File: config.mk
export PLATFORM = sky130hd
export DESIGN_NAME = mod_down_counter_timer
export DESIGN_NICKNAME = d
export VERILOG_FILES = /design/src/rtl/mod_counter_pkg.sv /design/src/rtl/mod_down_counter_core.sv /design/src/rtl/mod_down_counter_timer.sv
export SDC_FILE = /design/constraint.sdc
export NUM_CORES = 1
export LEC_CHECK = 0
export ABC_AREA = 1
export CORE_AREA = 8 8 45 47
export CTS_BUF_LIST = sky130_fd_sc_hd__clkbuf_2
export DETAILED_ROUTE_END_ITERATION = 7
export DIE_AREA = 0 0 53 55
export PLACE_DENSITY = 0.67
export SLEW_MARGIN = 10
export SYNTH_ARGS = -nofsm -noshare
export SYNTH_HDL_FRONTEND = slang
export SYNTH_SLANG_ARGS = --single-unit
File: constraint.sdc
create_clock -name clk -period 3.6 [get_ports clk]
set_input_delay 0.72 -clock clk [delete_from_list [all_inputs] [get_ports clk]]
set_output_delay 0.72 -clock clk [all_outputs]
set_load 0.01 [all_outputs]
File: src/rtl/mod_counter_pkg.sv
// Shared definitions for the mod counter family (up counters and the down-counting timer).
package mod_counter_pkg;

    localparam int DEFAULT_BITS = 4;

    typedef enum logic {
        IDLE = 1'b0,
        RUN  = 1'b1
    } state_t;

endpackage

File: src/rtl/mod_down_counter_core.sv
// Loadable down counter; load takes precedence over decrement, zero flags a terminal count.
module mod_down_counter_core
    import mod_counter_pkg::*;
#(
    parameter int BITS = DEFAULT_BITS
) (
    input  logic            clk,
    input  logic            reset,
    input  logic            load,
    input  logic [BITS-1:0] load_value,
    input  logic            dec,
    output logic [BITS-1:0] Q,
    output logic            zero
);

    always_ff @(posedge clk or posedge reset) begin
        if (reset) begin
            Q <= '0;
        end else if (load) begin
            Q <= load_value;
        end else if (dec) begin
            Q <= Q - 1'b1;
        end
    end

    assign zero = (Q == '0);

endmodule

File: src/rtl/mod_down_counter_timer.sv
// Programmable down-counting timer with one-shot or auto-reload operation and a terminal-count tick.
module mod_down_counter_timer
    import mod_counter_pkg::*;
#(
    parameter int BITS = DEFAULT_BITS
) (
    input  logic            clk,
    input  logic            reset,
    input  logic            enable,
    input  logic            start,
    input  logic            stop,
    input  logic            periodic,
    input  logic [BITS-1:0] FINAL_VALUE,
    output logic [BITS-1:0] Q,
    output logic            tick,
    output logic            busy
);

    state_t          state, state_next;
    logic            load;
    logic [BITS-1:0] load_value;
    logic            dec;
    logic            zero;

    always_ff @(posedge clk or posedge reset) begin
        if (reset) begin
            state <= IDLE;
        end else begin
            state <= state_next;
        end
    end

    // Stop clears the count by loading zero, so IDLE always presents Q = 0.
    always_comb begin
        state_next = state;
        load       = 1'b0;
        load_value = FINAL_VALUE;
        dec        = 1'b0;
        if (stop) begin
            load       = 1'b1;
            load_value = '0;
            state_next = IDLE;
        end else if (start) begin
            load       = 1'b1;
            state_next = RUN;
        end else if (state == RUN && enable) begin
            if (zero) begin
                if (periodic) begin
                    load = 1'b1;
                end else begin
                    state_next = IDLE;
                end
            end else begin
                dec = 1'b1;
            end
        end
    end

    assign tick = (state == RUN) & enable & zero & ~stop & ~start;
    assign busy = (state == RUN);

    mod_down_counter_core #(
        .BITS(BITS)
    ) u_core (
        .clk       (clk),
        .reset     (reset),
        .load      (load),
        .load_value(load_value),
        .dec       (dec),
        .Q         (Q),
        .zero      (zero)
    );

endmodule

# Word level (Yosys, flattened, before mapping)
# Index checks and enable logic that the tools add are counted.
word_totals:
  mem_bits_ro: 0
  elab_cells: 33
  input_bits: 10
  output_inout_bits: 6
  latchBits: 0
  n_memories: 0
  reg_bits: 5
  ram_bits: 0
classes:
  add_sub_neg: 1
  eq_ne: 1
  n_reduce_logical: 6
  shift: 0
  mul: 0
  n_mux: 17
  magnitude_cmp: 0
  n_bitwise: 6
  div_mod_pow: 0
op_table:
  columns: ["cell", "n"]
  rows:
  - ["1-bit 2-to-1 mux", 14]
  - ["4-bit 2-to-1 mux", 3]
  - ["3-bit nonzero test", 2]
  - ["1-bit bitwise AND", 4]
  - ["4-bit zero test", 1]
  - ["4-bit by 1-bit subtractor with 4-bit output, second input constant", 1]
  - ["3-bit != test, second input constant", 1]
  - ["3-bit AND reduction", 1]
  - ["1-bit NOT", 2]
  - ["2-bit nonzero test", 1]
  - ["1-bit logical AND", 1]

# Longest topological paths before layout
# Gate-level depths: netlist (run 1).
depth:
  word_depth: 7
  mapped_depth: 8

# Hierarchy
# Synthesis (run 1) repeated with hierarchy kept, for this count alone.
hier_totals:
  cells_unflattened: 60
  hier_area_um2: 366.6
by_module_without_submodules:
  columns: ["module", "seq_area_each_um2", "n_inst", "area_per_inst_um2", "cells_each"]
  rows:
  - ["mod_down_counter_core", 100.1, 1, 240.2, 34]
  - ["mod_down_counter_timer", 25.0, 1, 126.4, 26]

# Worst setup path after synthesis (run 1)
# Ideal clock, no wire load.
synth_timing:
  path_type: "input -> output"
  from: "in enable"
  to: "out tick"
  required_time_ps: 2880
  slack_ps: 1673
  path_buffers: 0
  cell_stages: 4
  arrival_time_ps: 1207
  path_cell_list: "nand2_1 > inv_1 > nand2_1 > nor3_1"
synth_between:
  elab_chain_len: 4
synth_lines:
  columns: ["element", "line", "source"]
  rows:
  - ["start: declaration", "mod_down_counter_timer.sv:9", "input logic enable,"]
  - ["1-bit bitwise AND (4 in series)", "mod_down_counter_timer.sv:59", "assign tick = (state == RUN) & enable & zero & ~stop & ~start;"]
  - ["end: declaration", "mod_down_counter_timer.sv:15", "output logic tick,"]
# Every way passes these cells.

# Worst setup path after layout (run 1)
# Ends and elaborated chain as after synthesis.

==> flow_metrics.env, run 1 <==
export IMPL_clkSinkCount=5
export IMPL_status="finished clean"
export IMPL_clk_pin_slew_worst_paths_ns=0.05
export IMPL_hold_depth=2
export IMPL_period_minus_slack_ns=2.84
export IMPL_r2r_end="u_core.Q[2]$_DFFE_PP0P_"
export IMPL_cp_max_fo=4
export IMPL_rrSetupSlack_ns=2.28
export IMPL_wl_um=845
export IMPL_synth_area_um2=358
export IMPL_grt_overflow=0
export IMPL_ys_seq_area_share_pct=35.0
export IMPL_fmax_mhz=352
export IMPL_cpMaxStageDelayCell="clkdlybuf4s50_1"
export IMPL_ir_worst_vdd_mv=0.136
export IMPL_finalSetupTns_ns=0
export IMPL_dp_hpwl_um=729
export IMPL_via_count=391
export IMPL_dr_pass1_iters=3
export IMPL_grt_pass1_vias=368
export IMPL_synthAdderAreaFrac_pct=3.50
export IMPL_syn_area_per_cell_um2=6.63
export IMPL_p_leak_nw=0.284
export IMPL_grt_total_usage_pct=7.18
export IMPL_grt_max_degree=7
export IMPL_critPathBufInv=3
export IMPL_cts_tree="yes"
export IMPL_io_buffer_count=15
export IMPL_final_period_utilization_pct=79.0
export IMPL_clock_latency_ns=0.22
export IMPL_start_util_pct=25.9
export IMPL_antennaDiodeCount=0
export IMPL_crit_family="buffers and inverters"
export IMPL_rows=14
export IMPL_path_cells="clkdlybuf4s50_1, nand2_1, inv_1, nand2_1, nor3_1, clkdlybuf4s50_1"
export IMPL_wl_per_cell_um=9.49
export IMPL_cts_max_level=1
export IMPL_startpoint_type="input port"
export IMPL_coreArea_mm2=0.00138
export IMPL_grt_setup_unrepaired="false"
export IMPL_place_gp_congestion=0.691
export IMPL_drc=0
export IMPL_fill_cells=157
export IMPL_synth_top_family_by_area="simple AND/OR/NAND/NOR gates"
export IMPL_hp_class="reg -> reg"
export IMPL_grt_pass1_wl_um=1460
export IMPL_tightest_slew_ns=0.216
export IMPL_cap_violations=0
export IMPL_drt_iter0_drc=8
export IMPL_hold_path_startpoint="busy$_DFFE_PP0P_"
export IMPL_cp_end_kind="output pin"
export IMPL_r2r_start="u_core.Q[0]$_DFFE_PP0P_"
export IMPL_max_stage_delay_ns=0.56
export IMPL_syn_nets=65
export IMPL_muxShareOfSynthArea_pct=0
export IMPL_hold_viol=0
export IMPL_slew_headroom_pct=85.6
export IMPL_viasPerCell=4.39
export IMPL_pwr_density_cell_mw_per_mm2=321
export IMPL_die_w_um=53
export IMPL_nNetsFinal=85
export IMPL_max_clock_path_buffers=2
export IMPL_worstPathArrival_ns=2.12
export IMPL_cts_resized=0
export IMPL_finalPower_w=0.000176
export IMPL_boundaryPins=16
export IMPL_ys_seq_elements=5
export IMPL_yosysWarnings=0
export IMPL_die_area_mm2=0.00292
export IMPL_r2r_cells=8
export IMPL_post_cts_buffers=0
export IMPL_final_layout_size_suffix_gt1_share_pct=12.3
export IMPL_clockRootBuffer="clkbuf_2"
export IMPL_synth_cell_types=15
export IMPL_cts_buffers=3
export IMPL_synth_simple_gate_area_share_pct=41.6
export IMPL_areaGrowthSynthToFinish_pct=53.1
export IMPL_slew_violations=0
export IMPL_worstHoldEndpoint="busy$_DFFE_PP0P_"
export IMPL_required_ns=2.88
export IMPL_worst_setup_path_type="in -> out"
export IMPL_finalSetupViolations=0
export IMPL_skew_ns=0.00474
export IMPL_synth_compound_area_share_pct=6.99
export IMPL_die_y_um=55
export IMPL_fin_util_pct=39.6
export IMPL_cts_hold_buffers=0
export IMPL_ant_nets=0
export IMPL_synth_xor_xnor_area_share_pct=2.45
export IMPL_antenna_found_initial=0
export IMPL_synth_cells=54
==> cells by family after synthesis <==
group | after synthesis
and+or+nand+nor | 32
buffers and inverters | 10
xor gates and xnor gates | 1
DFF | 5
AOI/OAI and AO/OA | 5
adders and majority gates | 1
==> cells in the mapped netlist <==
library cell   n  share of area, %
dfrtp_1        5                35
nand2_1       15                16
nand4_2        1               3.5
nand3_1        9                13
ha_1           1               3.5
o21ai_0        2               2.8
nand2_2        2               3.5
nor3_1         1               1.4
xor2_1         1               2.4
inv_1          9               9.4
nor2_1         3               3.1
nor2_2         1               1.7
o21ai_1        2               2.8
inv_2          1               1.0
a21oi_1        1               1.4
==> routing by layer <==
layer | vias to the layer above | track usage [%] | wire length [um]
met4 | 0 | 10.3 | 37
met1 | 167 | 6.75 | 359
met3 | 4 | 0.802 | 31
met5 | - | 0 | 0
li1 | 210 | - | -
met2 | 10 | 11.7 | 417
==> metrics by stage <==
stage | hold WS (ns) | setup WS (ns) | cells | area [um^2]
detailed placement | 0.567 | 0.750 | 85 | 528
floorplan | 0.499 | 1.67 | 54 | 358
finish | 0.570 | 0.758 | 89 | 548
global route | 0.620 | 0.677 | 89 | 548
CTS | 0.576 | 0.741 | 89 | 548
global placement | 0.571 | 0.765 | 85 | 528
==> where the power goes <==
group	switching (W)	leakage [nW]	internal [W]
registers	0.00000640	0.0637	0.0000615
clock network	0.0000224	0.0166	0.0000294
logic	0.0000272	0.204	0.0000293
==> layout make-up <==
type | instances | area, um^2 | share of cell area, %
multi-input cells | 39 | 195 | 35.6
repair buffers | 15 | 150 | 27.4
flip-flops and latches | 5 | 125 | 22.8
inverters | 10 | 37.5 | 6.85
clock buffers | 4 | 20.0 | 3.65
well taps | 16 | 20.0 | 3.65
==> state kept, by name (all words and copies together) (netlist names) <==
name / count
u_core.Q: 4
busy: 1
==> cell usage in the layout, fill, tap and decap left out <==
cell and n:
nand2_1 15, clkdlybuf4s50_1 15, inv_1 9, nand3_1 9
dfrtp_1 5, clkbuf_2 4, nor2_1 3, nand2_2 2
o21ai_1 2, o21ai_0 2, nor2_2 1, nand4_2 1
xor2_1 1, inv_2 1, a21oi_1 1, nor3_1 1
ha_1 1
==> worst max-delay path by stage <==
stage           end  cells past startpoint   start
2_1_floorplan  tick                      4  enable
3_3_place_gp   tick                      6  enable
3_5_place_dp   tick                      6  enable
4_1_cts        tick                      6  enable
5_1_grt        tick                      6  enable
6_report       tick                      6  enable
==> worst reg2reg max path: stages, from the launching register on <==
cell	delay, ns
dfrtp_1	0.38
inv_1	0.08
ha_1	0.24
nand2_1	0.11
nand2_2	0.11
o21ai_1	0.13
nand2_1	0.07
nand2_1	0.06
nand2_1	0.04
No activity file was read; power rests on OpenSTA's default activity.
==> run 2, diff against run 1 <==
==> constraint.sdc (replaced) <==
create_clock -name clk -period 2.94 [get_ports clk]
set_input_delay 0.588 -clock clk [delete_from_list [all_inputs] [get_ports clk]]
set_output_delay 0.588 -clock clk [all_outputs]
set_load 0.01 [all_outputs]
==> run 2 against run 1 <==
  * Final cell count stayed put
  * Clock-buffer cell count stayed put
  * Clock skew down 0.0022 ns
  * Routed wire length is 0.47% lower
  * Sequential share of layout area stayed put
  * Utilization did not move
  * Critical path depth unchanged
  * Register-to-register slack lost 0.66 ns
  * Power up 22%
  * Die area stayed put
  * Flip-flop and latch count is the same
  * Sequential power increased by 22%
  * Critical endpoint unchanged
  * Largest cell class unchanged
==> flow_metrics.env, run 2 (synthesis gave the netlist of run 1 again) <==
export IMPL_rrSetupSlack_ns=1.62
export IMPL_final_period_utilization_pct=87.6
export IMPL_cts_hold_buffers=0
export IMPL_fmax_mhz=388
export IMPL_p_leak_nw=0.284
export IMPL_cts_tree="yes"
export IMPL_place_gp_congestion=0.691
export IMPL_slew_violations=0
export IMPL_dp_hpwl_um=727
export IMPL_grt_pass1_vias=369
export IMPL_grt_total_usage_pct=7.24
export IMPL_hp_class="in -> async"
export IMPL_finalHoldWorstSlack_ns=0.569
export IMPL_cts_max_level=1
export IMPL_period_minus_slack_ns=2.57
export IMPL_start_util_pct=25.9
export IMPL_max_stage_delay_ns=0.56
export IMPL_post_cts_buffers=0
export IMPL_via_count=386
export IMPL_largest_register="u_core.Q"
export IMPL_die_y_um=55
export IMPL_worst_setup_path_type="in -> out"
export IMPL_r2r_start="u_core.Q[0]$_DFFE_PP0P_"
export IMPL_clockRootBuffer="clkbuf_2"
export IMPL_critPathBufInv=3
export IMPL_grt_setup_unrepaired="false"
export IMPL_finalSetupTns_ns=0
export IMPL_dr_pass1_iters=2
export IMPL_crit_family="buffers and inverters"
export IMPL_io_buffer_count=15
export IMPL_finalSetupViolations=0
export IMPL_cap_violations=0
export IMPL_required_ns=2.35
export IMPL_cts_resized=0
export IMPL_viasPerCell=4.34
export IMPL_status="finished clean"
export IMPL_die_w_um=53
export IMPL_clk_pin_slew_worst_paths_ns=0.06
export IMPL_rows=14
export IMPL_cp_max_fo=4
export IMPL_wl_per_cell_um=9.45
export IMPL_drc=0
export IMPL_ir_worst_vdd_mv=0.168
export IMPL_grt_pass1_wl_um=1480
export IMPL_slew_headroom_pct=85.9
export IMPL_clkSinkCount=5
export IMPL_grt_overflow=0
export IMPL_ant_nets=0
export IMPL_pwr_density_cell_mw_per_mm2=394
export IMPL_cp_end_kind="output pin"
export IMPL_tightest_slew_ns=0.211
export IMPL_path_cells="clkdlybuf4s50_1, nand2_1, inv_1, nand2_1, nor3_1, clkdlybuf4s50_1"
export IMPL_wl_um=841
export IMPL_final_layout_size_suffix_gt1_share_pct=12.3
export IMPL_cts_buffers=3
export IMPL_nNetsFinal=85
export IMPL_startpoint_type="input port"
export IMPL_max_clock_path_buffers=2
export IMPL_coreArea_mm2=0.00138
export IMPL_skew_ns=0.00252
export IMPL_areaGrowthSynthToFinish_pct=53.1
export IMPL_worstPathArrival_ns=1.99
export IMPL_r2r_cells=8
export IMPL_r2r_end="u_core.Q[2]$_DFFE_PP0P_"
export IMPL_antennaDiodeCount=0
export IMPL_clock_latency_ns=0.21
export IMPL_die_area_mm2=0.00292
export IMPL_grt_max_degree=7
export IMPL_largest_reg_flops=4
export IMPL_hold_viol=0
export IMPL_drt_iter0_drc=4
export IMPL_final_cell_mix="15 x nand2_1, 15 x clkdlybuf4s50_1, 9 x inv_1, 9 x nand3_1, 5 x dfrtp_1"
export IMPL_antenna_found_initial=0
export IMPL_boundaryPins=16
export IMPL_cpMaxStageDelayCell="clkdlybuf4s50_1"
==> run 2: cell counts in the layout (fill, tap and decap cells not counted) <==
Identical to the previous run, type by type.
==> run 2: power by group <==
group / internal [W] / switching, W / total [W]
Clock: 0.0000360 / 0.0000274 / 0.0000634
Combinational: 0.0000358 / 0.0000334 / 0.0000692
Sequential: 0.0000753 / 0.00000775 / 0.0000830
==> run 2: worst max path at each step <==
stage | from | end | slack (ns) | depth (start not counted)
floorplan | u_core.Q[0]$_DFFE_PP0P_ | tick | 1.20 | 6
global placement | enable | tick | 0.37 | 6
detailed placement | enable | tick | 0.35 | 6
CTS | enable | tick | 0.35 | 6
global route | enable | tick | 0.30 | 6
finish | enable | tick | 0.37 | 6
==> run 2: through the flow <==
| step | worst slack (ns) | utilization (%) | power, W | instance area (um^2) | std cells |
|---|---|---|---|---|---|
| CTS | 0.351 | 39.6 | 0.000219 | 548 | 89 |
| finish | 0.366 | 39.6 | 0.000216 | 548 | 89 |
| global placement | 0.369 | 38.2 | 0.000154 | 528 | 85 |
| detailed placement | 0.351 | 38.2 | 0.000155 | 528 | 85 |
| global route | 0.300 | 39.6 | 0.000231 | 548 | 89 |
| floorplan | 1.20 | - | 0.000121 | 358 | 54 |
==> run 2: layout make-up <==
cell class,count,area (um^2)
fill,155,836
multi-input combinational,39,195
timing repair buffer,15,150
sequential,5,125
inverter,10,37.5
clock buffer,4,20.0
tap,16,20.0
==> run 2: per-layer routing <==
metal	track usage [%]	routed length, um	part of all wire (%)	up-vias
met5	0	0	0	-
met4	10.3	21	2.5	0
met3	0.802	29	3.4	2
met2	11.9	434	52	8
met1	6.75	356	42	168
li1	-	-	-	208
==> run 2: worst reg2reg max path: stages (launching register included) <==
cell	delay, ns
dfrtp_1	0.38
inv_1	0.08
ha_1	0.24
nand2_1	0.11
nand2_2	0.11
o21ai_1	0.13
nand2_1	0.06
nand2_1	0.05
nand2_1	0.04
